## src/rtl/enc_8to3_evq_pkg.sv

```systemverilog
// ---------------------------------------------------------------------------
// enc_8to3_evq_pkg
//  Shared widths, types and helpers for the 8-to-3 event encoder.
//  Contents:
//   EVT_W  - number of event lines (8)
//   ENC_W  - width of an index code (3)
//   CNT_W  - width of a popcount over the event lines (4, holds 0..8)
//   evt_t / code_t / cnt_t - vector typedefs for the above
//   popcount8() - number of set bits in an event vector
// ---------------------------------------------------------------------------
package enc_8to3_evq_pkg;

   localparam int EVT_W = 8;
   localparam int ENC_W = 3;
   localparam int CNT_W = 4;

   typedef logic [EVT_W-1:0] evt_t;
   typedef logic [ENC_W-1:0] code_t;
   typedef logic [CNT_W-1:0] cnt_t;

   // Counts the set bits of an event vector; the result can reach 8, which is
   // why the count is one bit wider than an index code.
   function automatic cnt_t popcount8(input evt_t v);
      cnt_t acc;
      acc = '0;
      for (int i = 0; i < EVT_W; i++) begin
         acc = acc + cnt_t'(v[i]);
      end
      return acc;
   endfunction

endpackage

```

## src/rtl/enc_8to3_evq_if.sv

```systemverilog
// ---------------------------------------------------------------------------
// enc_8to3_evq_if
//  Valid/ready channel carrying 3-bit index codes from the encoder to its
//  consumer.
//  Signals:
//   code_out  [2:0]  index of the granted event line
//   code_vld         code_out holds a code the consumer has not yet taken
//   code_rdy         consumer takes code_out on a clock where code_vld is high
//  Modports:
//   master  - encoder side (drives code_out/code_vld, reads code_rdy)
//   slave   - consumer side (reads code_out/code_vld, drives code_rdy)
// ---------------------------------------------------------------------------
interface enc_8to3_evq_if;
   import enc_8to3_evq_pkg::*;

   code_t code_out;
   logic  code_vld;
   logic  code_rdy;

   modport master (
      output code_out,
      output code_vld,
      input  code_rdy
   );

   modport slave (
      input  code_out,
      input  code_vld,
      output code_rdy
   );

endinterface

```

## src/rtl/enc_8to3_evq_pri_sel_8.sv

```systemverilog
// ---------------------------------------------------------------------------
// pri_sel_8
//  Purely combinational rotating priority selector over 8 request bits.
//  The search starts at index 'base' and walks upward, wrapping from 7 back
//  to 0; the first set bit wins. Tying base to 0 gives plain fixed priority
//  with bit 0 highest.
//  Ports:
//   pending  [7:0]  in   request bits to choose from
//   base     [2:0]  in   index searched first
//   grant_1h [7:0]  out  one-hot mask of the winning bit (all zero if none)
//   idx      [2:0]  out  index of the winning bit (0 if none)
//   any             out  at least one request bit is set
// ---------------------------------------------------------------------------
module pri_sel_8
   import enc_8to3_evq_pkg::*;
(
   input  evt_t  pending,
   input  code_t base,
   output evt_t  grant_1h,
   output code_t idx,
   output logic  any
);

   // Walk the eight candidate positions in search order. The 3-bit sum wraps
   // naturally, so base+i visits base..7 and then 0..base-1. 'any' doubles as
   // the already-found flag so later candidates cannot override the winner.
   always_comb begin
      code_t cand;
      cand     = '0;
      grant_1h = '0;
      idx      = '0;
      any      = 1'b0;
      for (int i = 0; i < EVT_W; i++) begin
         cand = base + code_t'(i);
         if (!any && pending[cand]) begin
            any            = 1'b1;
            idx            = cand;
            grant_1h[cand] = 1'b1;
         end
      end
   end

endmodule

```

## src/rtl/enc_8to3_evq.sv

```systemverilog
// ---------------------------------------------------------------------------
// enc_8to3_evq
//  Turns 8 event lines into a stream of 3-bit index codes. Each event is
//  latched into a pending bit; one pending bit per cycle is granted by
//  priority and its index is presented over a valid/ready channel. An event
//  landing on a bit that is still pending is never merged silently: it sets
//  a sticky overrun flag.
//  Parameters:
//   EDGE_MODE  1: event = rising edge of a req_in bit; 0: event = bit high
//   RR_EN      0: fixed priority, bit 0 highest; 1: round-robin starting
//              just after the last granted index
//  Ports:
//   sys_clk          in   clock, all state on the rising edge
//   sys_rst_n        in   asynchronous active-low reset
//   req_in   [7:0]   in   event lines, synchronous to sys_clk
//   code_if          --   master side of the code channel
//                         (code_out[2:0], code_vld out; code_rdy in)
//   pend_cnt [3:0]   out  number of pending events, 0..8
//   ovr_flag         out  sticky overrun indicator
//   ovr_clr          in   synchronous clear of ovr_flag
// ---------------------------------------------------------------------------
module enc_8to3_evq
   import enc_8to3_evq_pkg::*;
#(
   parameter bit EDGE_MODE = 1'b1,
   parameter bit RR_EN     = 1'b0
)
(
   input  logic                   sys_clk,
   input  logic                   sys_rst_n,
   input  evt_t                   req_in,
   enc_8to3_evq_if.master         code_if,
   output cnt_t                   pend_cnt,
   output logic                   ovr_flag,
   input  logic                   ovr_clr
);

   evt_t  req_d_q,    req_d_d;
   evt_t  pending_q,  pending_d;
   code_t code_out_q, code_out_d;
   logic  code_vld_q, code_vld_d;
   code_t rr_ptr_q,   rr_ptr_d;
   cnt_t  pend_cnt_q, pend_cnt_d;
   logic  ovr_flag_q, ovr_flag_d;

   evt_t  evt;
   logic  ld;
   code_t sel_base;
   evt_t  sel_grant;
   code_t sel_idx;
   logic  sel_any;
   evt_t  grant_1h;

   // Event detection. The previous-sample register resets to all ones so a
   // line that is already high when reset lifts does not look like a fresh
   // rising edge.
   always_comb begin
      req_d_d = req_in;
      if (EDGE_MODE) begin
         evt = req_in & ~req_d_q;
      end else begin
         evt = req_in;
      end
   end

   // The output slot can take a new code when it is empty or when its current
   // code is being accepted on this very edge.
   assign ld = ~code_vld_q | code_if.code_rdy;

   // Fixed priority is the rotating selector with its start pinned to bit 0.
   assign sel_base = RR_EN ? rr_ptr_q : '0;

   pri_sel_8 u_pri_sel (
      .pending  (pending_q),
      .base     (sel_base),
      .grant_1h (sel_grant),
      .idx      (sel_idx),
      .any      (sel_any)
   );

   // Only registered pending bits are candidates, so an event arriving this
   // cycle waits at least one cycle before it can be granted. A grant only
   // takes effect when the output slot can accept it.
   assign grant_1h = ld ? sel_grant : '0;

   // Pending bookkeeping and overrun detection. OR-ing evt after the clear
   // lets a bit that is granted and re-raised on the same edge stay pending,
   // and that case is deliberately not an overrun because the old event was
   // consumed. A new overrun beats a simultaneous clear request.
   always_comb begin
      evt_t ovr_hits;
      pending_d  = (pending_q & ~grant_1h) | evt;
      pend_cnt_d = popcount8(pending_d);
      ovr_hits   = evt & pending_q & ~grant_1h;
      ovr_flag_d = ovr_flag_q;
      if (|ovr_hits) begin
         ovr_flag_d = 1'b1;
      end else if (ovr_clr) begin
         ovr_flag_d = 1'b0;
      end
   end

   // Output register and round-robin pointer. While the consumer stalls the
   // held code must not move, so nothing here changes unless ld is high. When
   // the slot drains with nothing pending, code_out keeps its last value and
   // only code_vld drops.
   always_comb begin
      code_out_d = code_out_q;
      code_vld_d = code_vld_q;
      rr_ptr_d   = rr_ptr_q;
      if (ld) begin
         if (sel_any) begin
            code_out_d = sel_idx;
            code_vld_d = 1'b1;
            rr_ptr_d   = sel_idx + code_t'(1);
         end else begin
            code_vld_d = 1'b0;
         end
      end
   end

   // State registers. Reset mid-operation throws away every pending event and
   // any code waiting in the output slot.
   always_ff @(posedge sys_clk or negedge sys_rst_n) begin
      if (!sys_rst_n) begin
         req_d_q    <= '1;
         pending_q  <= '0;
         code_out_q <= '0;
         code_vld_q <= 1'b0;
         rr_ptr_q   <= '0;
         pend_cnt_q <= '0;
         ovr_flag_q <= 1'b0;
      end else begin
         req_d_q    <= req_d_d;
         pending_q  <= pending_d;
         code_out_q <= code_out_d;
         code_vld_q <= code_vld_d;
         rr_ptr_q   <= rr_ptr_d;
         pend_cnt_q <= pend_cnt_d;
         ovr_flag_q <= ovr_flag_d;
      end
   end

   assign code_if.code_out = code_out_q;
   assign code_if.code_vld = code_vld_q;
   assign pend_cnt         = pend_cnt_q;
   assign ovr_flag         = ovr_flag_q;

endmodule
```

## src/flat_wrapper.sv

```systemverilog
// flat-port wrapper written by rule: the top's interface ports become plain ports
module enc_8to3_evq_flat import enc_8to3_evq_pkg::*;
#(
   parameter bit EDGE_MODE = 1'b1,
   parameter bit RR_EN     = 1'b0
)
  (sys_clk, sys_rst_n, req_in, pend_cnt, ovr_flag, ovr_clr, code_if_code_out, code_if_code_vld, code_if_code_rdy);
  enc_8to3_evq_if code_if_i ();
  input  logic sys_clk;
  input  logic sys_rst_n;
  input  evt_t req_in;
  output cnt_t pend_cnt;
  output logic ovr_flag;
  input  logic ovr_clr;
  output wire logic [$bits(code_if_i.code_out)-1:0] code_if_code_out;
  output wire logic [$bits(code_if_i.code_vld)-1:0] code_if_code_vld;
  input wire logic [$bits(code_if_i.code_rdy)-1:0] code_if_code_rdy;
  assign code_if_code_out = code_if_i.code_out;
  assign code_if_code_vld = code_if_i.code_vld;
  assign code_if_i.code_rdy = code_if_code_rdy;
  enc_8to3_evq #(.EDGE_MODE(EDGE_MODE), .RR_EN(RR_EN)) u_core (.sys_clk(sys_clk), .sys_rst_n(sys_rst_n), .req_in(req_in), .code_if(code_if_i), .pend_cnt(pend_cnt), .ovr_flag(ovr_flag), .ovr_clr(ovr_clr));
endmodule
```

## config.mk

```make
export PLATFORM = sky130hd
export DESIGN_NAME = enc_8to3_evq_flat
export DESIGN_NICKNAME = d
export VERILOG_FILES = /design/src/rtl/enc_8to3_evq_pkg.sv /design/src/rtl/enc_8to3_evq_if.sv /design/src/rtl/enc_8to3_evq_pri_sel_8.sv /design/src/rtl/enc_8to3_evq.sv /design/src/flat_wrapper.sv
export SDC_FILE = /design/constraint.sdc
export NUM_CORES = 1
export LEC_CHECK = 0
export ABC_AREA = 1
export CAP_MARGIN = 15
export CELL_PAD_IN_SITES_DETAIL_PLACEMENT = 0
export CELL_PAD_IN_SITES_GLOBAL_PLACEMENT = 1
export CORE_MARGIN = 2
export CORE_UTILIZATION = 39
export CTS_CLUSTER_DIAMETER = 200
export DETAILED_ROUTE_END_ITERATION = 10
export GPL_TIMING_DRIVEN = 0
export PLACE_DENSITY = 0.84
export SLEW_MARGIN = 10
export SYNTH_ARGS = -nofsm -noshare
export SYNTH_HDL_FRONTEND = slang
export SYNTH_SLANG_ARGS = --single-unit
```

## constraint.sdc

```tcl
create_clock -name sys_clk -period 4.2 [get_ports sys_clk]
set_clock_uncertainty 0.1 [all_clocks]
set_input_delay 0.63 -clock sys_clk [delete_from_list [all_inputs] [get_ports sys_clk]]
set_output_delay 0.63 -clock sys_clk [all_outputs]
set_load 0.05 [all_outputs]
```

* After elaboration in Yosys (flattened, before gate mapping)
Cells that the tools add are included. W data, S select, Z words.
Operators by class: reduce and logical (&&, ||, !) cells 17, $add $sub $neg 7, mux-type cells 27, bitwise gates (word level) 9
Operator list (number):
- $and A8 B8 Y8 | 4
- $add A4 B1 Y4 | 6
- $mux W3 | 7
- $mux W8 | 2
- $not A8 Y8 | 2
- $mux W1 | 13
- $or A8 B8 Y8 | 1
- $reduce_or A8 Y1 | 1
- $logic_and A1 B1 Y1 | 7
- $logic_not A1 Y1 | 7
- $mux W7 | 1
- $mux W6 | 1
- $mux W5 | 1
- $mux W4 | 1
- $add A1 B1 Y2 | 1
- $mux W2 | 1
- $reduce_and A2 Y1 | 1
- $reduce_bool A2 Y1 | 1
- $not A1 Y1 | 1
- $or A1 B1 Y1 | 1
Word-level totals: flip-flop bits (word level) 25, word-level logic and storage cells 66, bits of input ports 12, output and inout port bits 9

* Logic depth before layout (Yosys ltp)
Gate-level depths: netlist (run 1).
depth after elaboration 33, depth in mapped cells 14, mapped depth without buffers 14

* Cells and area by module
A second synthesis (run 1) with hierarchy kept.
Second synthesis, totals: cell total of the unflattened synthesis 426, area, all modules 2692.6 sq um
By module, submodules not included:
- pri_sel_8 | cells each 303, sequential area each 0.0 sq um, times used 1, area an instance 1545.2 sq um
- enc_8to3_evq | cells each 123, sequential area each 635.6 sq um, times used 1, area an instance 1147.4 sq um

* Worst setup path before layout (run 1)
No wires, ideal clock.
path type reg-to-reg, from register u_core.code_vld_q, in the netlist u_core.code_if.code_vld, to register u_core.pend_cnt_q[1], in the netlist u_core.pend_cnt[1], setup slack 0.729 ns, path buffers 0, cell stages (with the launch flop) 14, clock period less this slack 3.471 ns, data arrival time 3.307 ns, path through dfrtp_1 > inv_1 > nor2_1 > nand2_1 > o21ai_0 > ha_1 > inv_1 > fa_1 > fa_1 > inv_1 > fa_1 > inv_1 > fa_1 > inv_1
Between the ends: cells in the longest elaborated chain, start to end 13
RTL lines:
- start, declared | line enc_8to3_evq.sv:41 | logic code_vld_q, code_vld_d;
- start signal, assigned | line enc_8to3_evq.sv:137 | code_vld_q <= code_vld_d;
- $not A1 Y1 | line enc_8to3_evq.sv:68 | assign ld = ~code_vld_q | code_if.code_rdy;
- $or A1 B1 Y1 | line enc_8to3_evq.sv:68
- $mux W8 | line enc_8to3_evq.sv:84 | assign grant_1h = ld ? sel_grant : '0;
- $not A8 Y8 | line enc_8to3_evq.sv:92 | pending_d = (pending_q & ~grant_1h) | evt;
- $and A8 B8 Y8 | line enc_8to3_evq.sv:92
- $or A8 B8 Y8 | line enc_8to3_evq.sv:92
- net u_core.pending_d[0] | line enc_8to3_evq.sv:39 | evt_t pending_q, pending_d;
- $add A1 B1 Y2 | line enc_8to3_evq_pkg.sv:27 | acc = acc + cnt_t'(v[i]);
- $add A4 B1 Y4 (6 in a row) | line enc_8to3_evq_pkg.sv:27
- net u_core.pend_cnt_d[1] | line enc_8to3_evq.sv:43 | cnt_t pend_cnt_q, pend_cnt_d;
- end signal, assigned | line enc_8to3_evq.sv:139 | pend_cnt_q <= pend_cnt_d;
- end, declared | line enc_8to3_evq.sv:43
The timed path passes the listed nets, and every way through them passes these cells. A chain may end at the register's enable or synchronous reset.

* Worst setup path in the final report (run 1)
from input port code_if_code_rdy, to register u_core.pend_cnt_q[1], in the netlist u_core.pend_cnt[1]
Between the ends: cells in the longest elaborated chain, start to end 12
RTL lines:
- start, declared | line flat_wrapper.sv:17 | input wire logic [$bits(code_if_i.code_rdy)-1:0] code_if_code_rdy;
- $or A1 B1 Y1 | line enc_8to3_evq.sv:68
- $mux W8 | line enc_8to3_evq.sv:84
- $not A8 Y8 | line enc_8to3_evq.sv:92
- $and A8 B8 Y8 | line enc_8to3_evq.sv:92
- $or A8 B8 Y8 | line enc_8to3_evq.sv:92
- net u_core.pending_d[0] | line enc_8to3_evq.sv:39
- $add A1 B1 Y2 | line enc_8to3_evq_pkg.sv:27
- $add A4 B1 Y4 (6 in a row) | line enc_8to3_evq_pkg.sv:27
- net u_core.pend_cnt_d[1] | line enc_8to3_evq.sv:43
The timed path passes the listed nets, and every way through them passes these cells.

==> Flow_metrics.wiki, run 1 <==
{| class="wikitable"
! Metric !! Value
|-
| Chain of cells forming the critical path || clkdlybuf4s50_1 -> nor2_1 -> nand2_1 -> o21ai_0 -> ha_1 -> inv_1 -> fa_1 -> fa_1 -> inv_1 -> fa_1 -> inv_1 -> fa_1 -> inv_1
|-
| Max stage delay on crit path || 0.49 ns
|-
| CTS resizes || 0
|-
| Area of the mapped netlist || 0.00122 sq mm
|-
| Mean instance size in the synthesized netlist || 9.20 sq um
|-
| Area growth syn-to-layout || 22.9%
|-
| Total Nets Final || 177
|-
| Worst-case headroom to the max-slew limit || 0.633
|-
| Most frequent cells in the layout || sky130_fd_sc_hd__inv_1, sky130_fd_sc_hd__nand2_1, sky130_fd_sc_hd__clkdlybuf4s50_1
|-
| Actual transition at the worst max-transition pin || 0.550 ns
|-
| CTS H-tree depth || 1
|-
| Critical-path top delay cell || sky130_fd_sc_hd__fa_1
|-
| Register-to-register setup slack || 0.79 ns
|-
| Total clock buffers created by CTS || 3
|-
| Count of hold buffers inserted by post-cts repair || 0
|-
| DRC violations left || 0
|-
| Proportion of layout cells with a drive suffix above 1 || 0.146
|-
| Final weighted congestion in routability-driven placement || 0.832
|-
| Placeable core region || 0.00303 sq mm
|-
| Share of the synthesized area in the top cell type || 0.348
|-
| Synthesized flop and latch total || 25
|-
| Final core occ || 0.497
|-
| Final count of negative-setup-slack endpoints || 0
|-
| PortBufs || 20
|-
| Most common cell after layout, fill and taps aside || sky130_fd_sc_hd__inv_1
|-
| Detailed-route via count || 882
|-
| Min cycle time layout || 3.74 ns
|-
| Pin count of the biggest net entering global routing || 26
|-
| Worst hold slack across all endpoints || 0.162 ns
|-
| Wire length after detailed routing || 2110 um
|-
| Cell count after synthesis || 133
|-
| Wire length of the first global-routing pass || 3940 um
|-
| Clock Tree Root || sky130_fd_sc_hd__clkbuf_4
|-
| Via count of the first global-routing pass || 904
|-
| Power, Total || 606 uW
|-
| Filler cells || 297
|-
| Mapped Nets || 152
|-
| Clock Tree Buf Depth || 2
|-
| Tcrit/Tclk final || 0.891
|-
| Number of buffers and inverters on the critical path || 5
|-
| Remaining antenna violation count after routing || 0
|-
| Reg-to-reg endpoint || u_core.pend_cnt[1]$_DFF_PN0_
|-
| Critical path endpoint category || flip-flop
|-
| ANT cells || 0
|-
| Horizontal extent of the die || 60.0 um
|-
| Max Freq || 267 MHz
|-
| Average routed wire per standard cell || 10.5 um
|-
| Final slew viol count || 0
|-
| Drt initial violations || 13
|-
| I/O Pins || 21
|-
| Worst hold path class || primary input to asynchronous set/reset pin
|-
| Arrival time at the worst endpoint || 3.92 ns
|-
| Total track usage || 0.149
|-
| Top cells by area, synth || sky130_fd_sc_hd__dfrtp_1, sky130_fd_sc_hd__dfstp_2, sky130_fd_sc_hd__inv_1, sky130_fd_sc_hd__nand2_1, sky130_fd_sc_hd__fa_1
|-
| Post-DP HPWL || 1640 um
|-
| Largest fanout of any net on the critical path || 5
|-
| Setup_tns || 0 ns
|-
| Overflow left after global routing || 0
|-
| Required time at the worst-slack endpoint || 4.38 ns
|-
| Post-detailed-route via-to-cell ratio || 4.39
|-
| Startpoint class of the critical path || primary input
|-
| Leakage power total || 0.000708 uW
|-
| Synth warn || 0
|-
| CTS sink count || 25
|-
| Floorplan die area || 0.00360 sq mm
|-
| Library cells used by synthesis || 20
|-
| Sequential fraction of the synthesis area || 0.519
|-
| Power per cell area || 403 mW/mm^2
|-
| CTS tree || built
|-
| Worst supply voltage drop on vdd || 0.000208 V
|-
| Cell type with the highest aggregate area in the netlist || sky130_fd_sc_hd__dfrtp_1
|-
| Worst reg2reg path startpoint || u_core.code_if.code_vld$_DFFE_PN0P_
|-
| Count of cells along the worst register-to-register path || 13
|-
| Count of max-cap constraint violations || 0
|-
| Number of rows in the core area || 20
|-
| Kind of cell adding the most delay to the critical path || adder cells
|-
| Outcome || completed
|-
| Setup Fix Bufs, Post-CTS || 0
|-
| Setup repair after global routing missed its margin || false
|-
| Initial antenna violation count || 0
|-
| Worst-skew pair later-pin latency || 0.33 ns
|-
| Worst setup path category || primary input to flip-flop
|-
| Hold violation count in the final report || 0
|-
| Total iterations of the first detailed-routing run || 4
|-
| Chip height || 60.0 um
|-
| CTS clock-pin slew for the worst setup and hold paths || 0.15 ns
|-
| Starting density of the core || 0.404
|}
==> metal layers <==
layer / up-vias / share of wire / GRT usage
li1: 453 / - / -
met1: 410 / 0.48 / 0.198
met2: 15 / 0.47 / 0.245
met3: 4 / 0.035 / 0.0260
met4: 0 / 0.014 / 0.0476
met5: - / 0 / 0
==> worst max-delay path by stage <==
stage                                                    from                            to  slack (ns)  cells past startpoint
after floorplan           u_core.code_if.code_vld$_DFFE_PN0P_  u_core.pend_cnt[1]$_DFF_PN0_        0.73                     13
after global placement                       code_if_code_rdy  u_core.pend_cnt[1]$_DFF_PN0_        0.11                     15
after detailed placement                     code_if_code_rdy  u_core.pend_cnt[1]$_DFF_PN0_        0.08                     15
after CTS                                    code_if_code_rdy  u_core.pend_cnt[1]$_DFF_PN0_        0.44                     15
after global routing                         code_if_code_rdy  u_core.pend_cnt[1]$_DFF_PN0_        0.24                     15
final                                        code_if_code_rdy  u_core.pend_cnt[1]$_DFF_PN0_        0.46                     13
==> through the flow <==
step	cells	instance area [sq um]	setup WS, ns
floorplan	133	1220	0.729
global placement	197	1480	0.112
detailed placement	197	1480	0.0825
CTS	201	1510	0.439
global route	201	1500	0.236
finish	201	1500	0.458
==> layout make-up <==
type | count | area, sq um | area share
clock buffer | 3 | 22.5 | 0.0150
sequential | 25 | 636 | 0.423
inverter | 27 | 101 | 0.0674
clock inverter | 1 | 7.51 | 0.00499
tap | 44 | 55.1 | 0.0366
timing repair buffer | 20 | 195 | 0.130
multi-input combinational | 81 | 487 | 0.324
==> synth_stat cells <==
library cell	number
sky130_fd_sc_hd__o21ai_1	1
sky130_fd_sc_hd__fa_1	4
sky130_fd_sc_hd__nand2_4	1
sky130_fd_sc_hd__and3_1	1
sky130_fd_sc_hd__inv_1	27
sky130_fd_sc_hd__nor2_2	1
sky130_fd_sc_hd__nand3_1	13
sky130_fd_sc_hd__nand2_1	23
sky130_fd_sc_hd__nor2_1	17
sky130_fd_sc_hd__o22ai_1	1
sky130_fd_sc_hd__nand2_2	1
sky130_fd_sc_hd__dfrtp_1	17
sky130_fd_sc_hd__dfstp_2	8
sky130_fd_sc_hd__a21oi_1	3
sky130_fd_sc_hd__a21oi_2	2
sky130_fd_sc_hd__nor2_4	4
sky130_fd_sc_hd__or2_2	1
sky130_fd_sc_hd__xnor2_1	1
sky130_fd_sc_hd__ha_1	3
sky130_fd_sc_hd__o21ai_0	4
==> sequential cells by signal, summed over array words and instances (netlist names) <==
| signal | count |
|---|---|
| u_core.code_if.code_out | 3 |
| u_core.code_if.code_vld | 1 |
| u_core.req_d_q | 8 |
| u_core.ovr_flag | 1 |
| u_core.pending_q | 8 |
| u_core.pend_cnt | 4 |
==> power breakdown <==
part	switching [uW]	internal [uW]	total, uW	leakage, uW
Combinational	132	72.8	205	0.000431
Sequential	16.4	272	288	0.000263
Clock	76.7	36.4	113	0.0000139
==> logic make-up (layout without fill, tap and decap cells) <==
kind of cell	count (synthesis)	after routing	share of synthesized area
and+or+nand+nor	62	62	0.242
buffers and inverters	27	51	0.0828
DFF	25	25	0.519
AOI/OAI and AO/OA	11	11	0.0521
adders and majority gates	7	7	0.0961
xor gates and xnor gates	1	1	0.00716
Power figures use the tool's default switching activity.
==> run 2: changes to the inputs <==
CORE_MARGIN = not set   (was 2)
RECOVER_POWER = 100   (was not set)
==> Flow_metrics.wiki, run 2 (synthesis gave the netlist of run 1 again) <==
{| class="wikitable"
! Metric !! Value
|-
| Outcome || complete, but fails checks
|-
| Violations in the final reports || design-rule violations
|-
| Final instance count without filler cells || 188 (-6.5%)
|-
| Power per cell area || 404 mW/mm^2 (+0.27%)
|-
| Min cycle time layout || 3.84 ns (+0.103 ns)
|-
| Setup Fix Bufs, Post-CTS || 0 (unchanged)
|-
| Count of hold buffers inserted by post-cts repair || 0 (unchanged)
|-
| Detailed-route via count || 877 (-0.57%)
|-
| Worst hold path class || flip-flop to flip-flop
|-
| Chip height || 58.0 um (-3.3%)
|-
| CTS clock-pin slew for the worst setup and hold paths || 0.13 ns (-0.02 ns)
|-
| Most frequent cells in the layout || sky130_fd_sc_hd__inv_1, sky130_fd_sc_hd__nand2_1, sky130_fd_sc_hd__nor2_1
|-
| Overflow left after global routing || 0 (unchanged)
|-
| Count of cells along the worst register-to-register path || 10 (-3)
|-
| Required time at the worst-slack endpoint || 4.37 ns (about the same)
|-
| Setup_tns || 0 ns (unchanged)
|-
| DRC violations left || 1 (+1)
|-
| Number of buffers and inverters on the critical path || 6 (+1)
|-
| CTS resizes || 0 (unchanged)
|-
| Worst hold slack across all endpoints || 0.412 ns (+0.250 ns)
|-
| Horizontal extent of the die || 58.0 um (-3.3%)
|-
| Clock Tree Buf Depth || 2 (unchanged)
|-
| I/O Pins || 21 (unchanged)
|-
| Final weighted congestion in routability-driven placement || 0.800 (-3.9%)
|-
| Critical path endpoint category || flip-flop
|-
| ANT cells || 0 (unchanged)
|-
| Tcrit/Tclk final || 0.915 (+0.0244)
|-
| Worst-case headroom to the max-slew limit || 0.136 (-0.498)
|-
| Post-layout worst setup margin || 0.356 ns (-0.103 ns)
|-
| Drt initial violations || 25 (+12)
|-
| Kind of cell adding the most delay to the critical path || adder cells
|-
| Max Freq || 260 MHz (-2.7%)
|-
| Filler cells || 280 (-5.7%)
|-
| Final count of negative-setup-slack endpoints || 0 (unchanged)
|-
| Placed Cells || 184 (-6.6%)
|-
| Most common cell after layout, fill and taps aside || sky130_fd_sc_hd__inv_1
|-
| Worst Hold Launch || u_core.code_if.code_out[1]$_DFFE_PN0P_
|-
| Clock Tree Root || sky130_fd_sc_hd__clkbuf_4
|-
| Placeable core region || 0.00285 sq mm (-5.8%)
|-
| Area growth syn-to-layout || 18.6%
|-
| Worst reg2reg path startpoint || u_core.pending_q[1]$_DFF_PN0_
|-
| Leakage power total || 0.000709 uW (+0.15%)
|-
| Critical-path top delay cell || sky130_fd_sc_hd__dlygate4sd3_1
|-
| PortBufs || 20 (unchanged)
|-
| Total iterations of the first detailed-routing run || 7 (+3)
|-
| Chain of cells forming the critical path || dlygate4sd3_1 -> inv_1 -> nand2_1 -> nand2_1 -> nand2_1 -> nand2_1 -> ha_1 -> inv_1 -> fa_1 -> fa_1 -> inv_1 -> fa_1 -> inv_1 -> fa_1 -> inv_1
|-
| Count of max-cap constraint violations || 0 (unchanged)
|-
| Total track usage || 0.150 (+0.00186)
|-
| CTS tree || built
|-
| Total clock buffers created by CTS || 3 (unchanged)
|-
| Max stage delay on crit path || 0.54 ns (+0.05 ns)
|-
| Worst supply voltage drop on vdd || 0.000211 V (+1.4%)
|-
| Placed cell area || 0.00146 sq mm (-1.1%)
|-
| Number of rows in the core area || 19 (-5.0%)
|-
| Register-to-register setup slack || 0.73 ns (-0.06 ns)
|-
| Setup repair after global routing missed its margin || false
|-
| Reg-to-reg endpoint || u_core.pend_cnt[1]$_DFF_PN0_
|-
| CTS H-tree depth || 1 (unchanged)
|-
| Pin count of the biggest net entering global routing || 26 (unchanged)
|-
| Starting density of the core || 0.429 (+0.0248)
|-
| Average routed wire per standard cell || 11.3 um (+7.0%)
|-
| Hold violation count in the final report || 0 (unchanged)
|-
| Number of cells traversed by the worst hold path || 2
|-
| Largest fanout of any net on the critical path || 8 (+3)
|-
| Worst slack, placed || 0.0653 ns (-0.0172 ns)
|-
| Post-route cell area || 0.00145 sq mm (-3.5%)
|-
| Initial antenna violation count || 0 (unchanged)
|-
| Arrival time at the worst endpoint || 4.01 ns (+0.09 ns)
|-
| Via count of the first global-routing pass || 844 (-6.6%)
|-
| Actual transition at the worst max-transition pin || 1.30 ns (+0.747 ns)
|-
| Post-DP HPWL || 1700 um (+3.2%)
|-
| Total Nets Final || 177 (unchanged)
|-
| Most common cell on crit path || sky130_fd_sc_hd__inv_1
|-
| Proportion of layout cells with a drive suffix above 1 || 0.102 (-0.0446)
|-
| Wire length of the first global-routing pass || 3750 um (-4.7%)
|-
| Startpoint class of the critical path || primary input
|-
| CTS sink count || 25 (unchanged)
|-
| Hold Path End || u_core.code_if.code_out[1]$_DFFE_PN0P_
|-
| Final slew viol count || 0 (unchanged)
|-
| Remaining antenna violation count after routing || 0 (unchanged)
|-
| Wire length after detailed routing || 2120 um (about the same)
|-
| Worst-skew pair later-pin latency || 0.32 ns (about the same)
|-
| Worst setup path category || primary input to flip-flop
|-
| Floorplan die area || 0.00337 sq mm (-6.6%)
|-
| Post-detailed-route via-to-cell ratio || 4.66 (+6.3%)
|}
## run 2: worst max-delay path by stage
stage	endpoint	depth (start not counted)	slack [ns]	start
after global routing	u_core.pend_cnt[1]$_DFF_PN0_	15	0.15	code_if_code_rdy
after CTS	u_core.pend_cnt[1]$_DFF_PN0_	15	0.42	code_if_code_rdy
after detailed placement	u_core.pend_cnt[1]$_DFF_PN0_	15	0.07	code_if_code_rdy
after global placement	u_core.pend_cnt[1]$_DFF_PN0_	15	0.11	code_if_code_rdy
after floorplan	u_core.pend_cnt[1]$_DFF_PN0_	13	0.73	u_core.code_if.code_vld$_DFFE_PN0P_
final	u_core.pend_cnt[1]$_DFF_PN0_	15	0.36	code_if_code_rdy
## run 2: metal layers
| metal | vias to the layer above | routed length [um] | global-route usage |
|---|---|---|---|
| met4 | 0 | 20 | 0.0306 |
| met3 | 4 | 90 | 0.0469 |
| li1 | 456 | - | - |
| met2 | 15 | 1060 | 0.255 |
| met1 | 402 | 946 | 0.191 |
| met5 | - | 0 | 0 |
## run 2: worst reg2reg max path, delay by kind of cell (launching register included)
family	cells	cell delay, ns
and+or+nand+nor	2	0.62
DFF	1	0.44
AOI/OAI and AO/OA	1	0.28
adders and majority gates	4	1.79
buffers and inverters	3	0.19
## run 2: through the flow
stage	power (uW)	util
global placement	498	0.513
finish	587	0.509
global route	630	0.509
detailed placement	502	0.513
floorplan	428	-
CTS	611	0.522
## run 2: cell type report
type | instances | area (sq um) | area share
sequential | 25 | 636 | 0.438
multi-input combinational | 81 | 454 | 0.313
timing repair buffer | 20 | 194 | 0.134
inverter | 27 | 101 | 0.0698
tap | 31 | 38.8 | 0.0267
clock buffer | 3 | 22.5 | 0.0155
clock inverter | 1 | 5.00 | 0.00345
## run 2: report_power, final
part | internal (uW) | switching, uW | total (uW)
combinational | 62.8 | 131 | 194
clock | 35.7 | 70.6 | 106
sequential | 272 | 14.7 | 287
total | 370 | 216 | 587
